==> src/rtl/delay_sched_pkg.sv <==
// rtl/delay_sched_pkg.sv - shared state type, timebase constant and width helper for delay_scheduler
package delay_sched_pkg;

    typedef enum logic [1:0] {
        IDLE = 2'd0,
        LOAD = 2'd1,
        RUN  = 2'd2,
        FIN  = 2'd3
    } state_t;

    // 10 ms tick at a 50 MHz clock
    localparam int TICK_DIV_10MS = 500_000;

    // Number of bits needed to hold the value; never less than 1
    function automatic int clogb2(input int value);
        int v;
        int w;
        v = value;
        w = 0;
        for (int k = 0; k < 32; k++) begin
            if (v > 0) begin
                w = w + 1;
                v = v >> 1;
            end
        end
        if (w == 0) begin
            w = 1;
        end
        return w;
    endfunction

endpackage

==> src/rtl/delay_scheduler_tick_prescaler.sv <==
// rtl/delay_scheduler_tick_prescaler.sv - mod-TICK_DIV counter producing the shared delay tick
module tick_prescaler
    import delay_sched_pkg::*;
#(
    parameter int TICK_DIV = TICK_DIV_10MS
) (
    input  logic CLOCK_50,
    input  logic aclr_n,
    input  logic clear,
    input  logic enable,
    output logic tick
);

    localparam int              PW   = clogb2(TICK_DIV - 1);
    localparam logic [PW-1:0]   LAST = PW'(TICK_DIV - 1);

    logic [PW-1:0] count;

    // Count 0..TICK_DIV-1 while enabled; clear wins over counting
    always_ff @(posedge CLOCK_50 or negedge aclr_n) begin
        if (!aclr_n) begin
            count <= '0;
        end else if (enable) begin
            if (clear || (count == LAST)) begin
                count <= '0;
            end else begin
                count <= count + PW'(1);
            end
        end
    end

    // Tick is the enabled cycle on which the counter sits at its last value
    assign tick = enable && !clear && (count == LAST);

endmodule

==> src/rtl/delay_scheduler.sv <==
// rtl/delay_scheduler.sv - round-robin shared delay timer; DELAY_SCHED_CANCEL_EN adds cancel/aborted
module delay_scheduler
    import delay_sched_pkg::*;
#(
    parameter int NREQ     = 4,
    parameter int TICK_DIV = TICK_DIV_10MS,
    parameter int DUR_W    = 8
) (
    input  logic                  CLOCK_50,
    input  logic                  aclr_n,
    input  logic                  enable,
    input  logic [NREQ-1:0]       req,
    input  logic [NREQ*DUR_W-1:0] dur,
    input  logic [NREQ-1:0]       cancel,
    output logic [NREQ-1:0]       grant,
    output logic [NREQ-1:0]       done,
    output logic                  aborted,
    output logic                  active,
    output logic [DUR_W-1:0]      remaining
);

    localparam int IDX_W = clogb2(NREQ - 1);

    state_t            state;
    state_t            state_next;
    logic [IDX_W-1:0]  owner;
    logic [IDX_W-1:0]  last_grant;
    logic [IDX_W-1:0]  pick;
    logic              any_req;
    logic              tick;
    logic              cancel_hit;
    logic [DUR_W-1:0]  dur_sel;
    logic [NREQ-1:0]   grant_next;
    logic [NREQ-1:0]   done_next;
    logic              aborted_next;
    logic              active_next;
    logic [DUR_W-1:0]  remaining_next;

    // Prescaler only runs during RUN so every delay starts on a fresh tick period
    tick_prescaler #(
        .TICK_DIV (TICK_DIV)
    ) u_prescaler (
        .CLOCK_50 (CLOCK_50),
        .aclr_n   (aclr_n),
        .clear    (state != RUN),
        .enable   (enable),
        .tick     (tick)
    );

    // Round-robin pick: first requester found after last_grant, wrapping
    always_comb begin
        any_req = 1'b0;
        pick    = last_grant;
        for (int k = 1; k <= NREQ; k++) begin
            for (int i = 0; i < NREQ; i++) begin
                if (!any_req && req[i] && (i == ((int'(last_grant) + k) % NREQ))) begin
                    any_req = 1'b1;
                    pick    = IDX_W'(i);
                end
            end
        end
    end

    // Duration slice of the current owner
    always_comb begin
        dur_sel = '0;
        for (int i = 0; i < NREQ; i++) begin
            if (owner == IDX_W'(i)) begin
                dur_sel = dur[i*DUR_W +: DUR_W];
            end
        end
    end

`ifdef DELAY_SCHED_CANCEL_EN
    // Only the owner's cancel counts, and only while the delay is loading or running
    always_comb begin
        cancel_hit = 1'b0;
        for (int i = 0; i < NREQ; i++) begin
            if ((owner == IDX_W'(i)) && cancel[i] && ((state == LOAD) || (state == RUN))) begin
                cancel_hit = 1'b1;
            end
        end
    end
`else
    logic unused_cancel;
    assign unused_cancel = |cancel;
    assign cancel_hit    = 1'b0;
`endif

    // State register; a low enable freezes the sequence
    always_ff @(posedge CLOCK_50 or negedge aclr_n) begin
        if (!aclr_n) begin
            state <= IDLE;
        end else if (enable) begin
            state <= state_next;
        end
    end

    // Next-state decode
    always_comb begin
        state_next = state;
        case (state)
            IDLE: if (any_req) state_next = LOAD;
            LOAD: if (cancel_hit || (dur_sel == '0)) state_next = FIN;
                  else state_next = RUN;
            RUN:  if (cancel_hit || (tick && (remaining == DUR_W'(1)))) state_next = FIN;
            FIN:  state_next = IDLE;
            default: state_next = IDLE;
        endcase
    end

    // Next values of the registered outputs
    always_comb begin
        grant_next     = grant;
        done_next      = '0;
        aborted_next   = 1'b0;
        remaining_next = remaining;
        active_next    = (state_next != IDLE);
        case (state)
            IDLE: begin
                if (any_req) begin
                    for (int i = 0; i < NREQ; i++) begin
                        grant_next[i] = (pick == IDX_W'(i));
                    end
                end
            end
            LOAD: remaining_next = dur_sel;
            RUN: begin
                if (tick && (remaining != '0)) begin
                    remaining_next = remaining - DUR_W'(1);
                end
            end
            FIN: grant_next = '0;
            default: grant_next = '0;
        endcase
        if ((state != FIN) && (state_next == FIN)) begin
            for (int i = 0; i < NREQ; i++) begin
                done_next[i] = (owner == IDX_W'(i));
            end
            aborted_next = cancel_hit;
        end
        if (cancel_hit) begin
            remaining_next = '0;
        end
    end

    // Owner capture at grant and round-robin pointer update on completion
    always_ff @(posedge CLOCK_50 or negedge aclr_n) begin
        if (!aclr_n) begin
            owner      <= '0;
            last_grant <= IDX_W'(NREQ - 1);
        end else if (enable) begin
            if ((state == IDLE) && any_req) begin
                owner <= pick;
            end
            if (state == FIN) begin
                last_grant <= owner;
            end
        end
    end

    // Output registers; done/aborted are forced low when frozen so the pulse stays one cycle
    always_ff @(posedge CLOCK_50 or negedge aclr_n) begin
        if (!aclr_n) begin
            grant     <= '0;
            done      <= '0;
            aborted   <= 1'b0;
            remaining <= '0;
            active    <= 1'b0;
        end else if (enable) begin
            grant     <= grant_next;
            done      <= done_next;
            aborted   <= aborted_next;
            remaining <= remaining_next;
            active    <= active_next;
        end else begin
            done    <= '0;
            aborted <= 1'b0;
        end
    end

endmodule

==> config.mk <==
export PLATFORM = sky130hd
export DESIGN_NAME = delay_scheduler
export DESIGN_NICKNAME = d
export VERILOG_FILES = /design/src/rtl/delay_sched_pkg.sv /design/src/rtl/delay_scheduler_tick_prescaler.sv /design/src/rtl/delay_scheduler.sv
export SDC_FILE = /design/constraint.sdc
export NUM_CORES = 1
export LEC_CHECK = 0
export ABC_AREA = 0
export BUFFER_PORTS_ARGS = -buffer_cell sky130_fd_sc_hd__buf_2
export CORE_MARGIN = 5
export CORE_UTILIZATION = 45
export CTS_CLUSTER_DIAMETER = 150
export CTS_CLUSTER_SIZE = 30
export DETAILED_ROUTE_END_ITERATION = 10
export PLACE_DENSITY = 0.76
export SLEW_MARGIN = 30
export SYNTH_ARGS = -nofsm -noshare
export SYNTH_HDL_FRONTEND = slang
export SYNTH_SLANG_ARGS = --single-unit
==> constraint.sdc <==
create_clock -name CLOCK_50 -period 2.9 [get_ports CLOCK_50]
set_input_delay 0.29 -clock CLOCK_50 [delete_from_list [all_inputs] [get_ports CLOCK_50]]
set_output_delay 0.29 -clock CLOCK_50 [all_outputs]
set_load 0.005 [all_outputs]
==> run metrics <==
clk buf depth 2; max incr delay on CP 0.61 ns; R2R depth 5; vias post-DR 2212; minimum hold slack -0.0351 ns; DRT Wirelength 5.80 mm; Clk pwr share 16.6%; Flop pwr share 39.8%; Hold WC Path Type input pin to asynchronous set/reset pin; Clock Sinks 42; post-placement cell area 2920 sq um; core area 5540 sq um; final slew viol count 0; Synth Flop Type dfrtp_1; Die ar. 7340 sq um; GRT Overall Usage 17.0%; Slew headroom 55.0%; Ports 61; # H-tree levels 2; sequential share of the synthesized area 40.9%; Area Growth Syn to Fin 16.9%; RSZ-0062 raised after global routing false; crit-path cells mux4_2 > or4_4 > a2111oi_4 > a2111oi_2 > nor4b_1; latest clock arrival within the worst-skew pair 0.30 ns; share of layout cells above drive strength 1 27.2%; nets 372; setup bufs post-CTS 0; CTS root buf clkbuf_8; async set-reset flop share out of synthesis 100%; Post-Synthesis Cells 266; Netlist cell types 51; grt total ovfl 0; drt first pass iters 4; Final setup viols 0; CP Launch Type flop; final sum of negative setup slack 0 ns; Inserted Clock Buffers 5; Max-Cap Viols 0; Clock transition at path regs 0.09 ns; post-route ant nets 0; Setup crit start owner[0]; reg2reg start owner[0]; vias per cell 5.60; drt wl/cell 14.7 um; maximum clock rate 0.388 GHz; Worst path slowest cell dfrtp_1; worst clock skew 0.0117 ns; critical path class flop to flop; Static Leakage 1.32 nW; synthesis-stage register bit count 42; Initial Util 46.5%; final instance area 3010 sq um; PwrDens 784 nW/um^2; Slew @ Worst Pin 0.673 ns; Combinational Power Share 43.6%; cts hold-fix bufs 0; number of global-route vias before repair 2231; final core occ 54.3%; pin count of the biggest net entering global routing 43; VDD IR max 0.456 mV; cell internal pwr 1.41 mW; Placer Congestion 0.951; EDFF count, synth 0; port bufs 55; synth warn 0; initial antenna violation count 0; failing checks hold timing; Final Hold Viols 40; outcome finished, violations left; Total Power 2.36 mW; std cell rows 27; DRC violations left 0; switching power 0.950 mW; critical path capture point type flop; die width 85.7 um; CTS tree yes; worst-path fanout max 8; final worst-path cycle share 88.9%; first-pass GRT wire length 10.2 mm; Synth Net Count 316; Mapped Area 2580 sq um; crit path DAT 2.77 ns; Syn Area/Cell 9.69 sq um; CTS resizes 0; Die Ht 85.7 um; fill count 519; Switching Fraction 40.2%; ant diodes 0; post-DP HPWL 4.40 mm; Tmin final 2.58 ns; CP required 3.10 ns; DR iter-0 viols 91
[path summary, 6_finish.rpt]
kind / slack [ns] / end
max: 0.32 / done[3]
min: -0.04 / u_prescaler.count[13]
max reg2reg: 0.32 / done[3]
min reg2reg: 0.48 / grant[2]
max in group asynchronous: 2.55 / active
min in group CLOCK_50: 0.43 / remaining[2]
[critical path, delay by kind of cell (launching register included)]
family,cells,cell delay [ns]
AOI/OAI and AO/OA,2,0.36
DFF,1,0.61
muxes,1,0.59
and+or+nand+nor,2,0.91
[metal layers]
metal / part of all wire [%] / global-route usage [%] / vias to the layer above
li1: - / - / 1093
met1: 46 / 22.8 / 1038
met2: 46 / 28.1 / 78
met3: 6.9 / 4.03 / 3
met4: 0.52 / 3.31 / 0
met5: 0 / 0 / -
[power groups by stage]
stage	registers, mW	logic (mW)	clock network (mW)
2_1_floorplan	0.886	0.789	0
3_3_place_gp	0.946	1.02	0
3_5_place_dp	0.949	1.04	0
4_1_cts	0.940	1.04	0.403
5_1_grt	0.971	1.16	0.428
6_report	0.941	1.03	0.391
[cells by family (layout without fill, tap and decap cells)]
kind of cell / Yosys count / in the layout / synth area share, %
flip-flops: 42 / 42 / 40.9
AO/OA/AOI/OAI: 48 / 48 / 13.5
other: 1 / 1 / 0.146
XOR/XNOR: 13 / 13 / 4.42
adder cells (fa/ha/maj): 7 / 7 / 3.40
multiplexers: 16 / 16 / 9.86
AND/OR/NAND/NOR: 118 / 118 / 23.9
buffers and inverters: 21 / 78 / 3.84
[area by class of cell]
cell class              instances  area (sq um)  share of cell area (%)
repair buffers                 60           315                    10.5
clock inverters                 3          21.3                   0.707
inverters                      10          37.5                    1.25
clock buffers                   5          68.8                    2.29
well taps                      72          90.1                    2.99
multi-input cells             203          1420                    47.3
flip-flops and latches         42          1050                    35.0
[sequential cells by signal, summed over array words and instances (netlist names)]
register,cells
u_prescaler.count,19
remaining,8
done,4
grant,4
last_grant,2
owner,2
state,2
active,1
[Yosys cell counts (7+ instances only)]
cell / instances / area share [%]
dfrtp_1: 40 / 39
o21ai_0: 11 / 2.1
a21oi_1: 11 / 2.1
nand4_1: 9 / 2.2
clkbuf_1: 7 / 1.0
xnor2_1: 7 / 2.4
nand3_1: 8 / 1.6
nor3_1: 9 / 1.7
mux4_2: 7 / 6.1
nand2_1: 23 / 3.4
ha_1: 7 / 3.4
nor2_1: 28 / 4.1
inv_1: 9 / 1.3
[stage by stage]
step                      setup slack (ns)  hold WS [ns]  instances
final                                0.323       -0.0351        395
after floorplan                      0.694      -0.00559        266
after global placement               0.381         0.459        387
after detailed placement             0.324         0.461        387
after CTS                            0.294         0.166        395
after global routing                 0.149       0.00322        395
[placed cells by master (no fill, tap or decap), types with 4 or more instances in the layout]
| cell type | count |
|---|---|
| nand4_1 | 9 |
| o31ai_1 | 4 |
| clkbuf_8 | 5 |
| nor4b_1 | 4 |
| dfrtp_1 | 40 |
| nand2b_1 | 6 |
| mux4_2 | 7 |
| xor2_1 | 6 |
| nand2_1 | 23 |
| nor4_1 | 5 |
| mux2_2 | 5 |
| nor3_1 | 9 |
| buf_4 | 6 |
| buf_2 | 54 |
| a21oi_1 | 11 |
| nor2_1 | 28 |
| ha_1 | 7 |
| o21ai_0 | 11 |
| mux2i_1 | 4 |
| and3_1 | 6 |
| nand3_1 | 8 |
| inv_1 | 9 |
| xnor2_1 | 7 |
| nor2b_1 | 6 |
No activity file was read; power rests on OpenSTA's default activity.
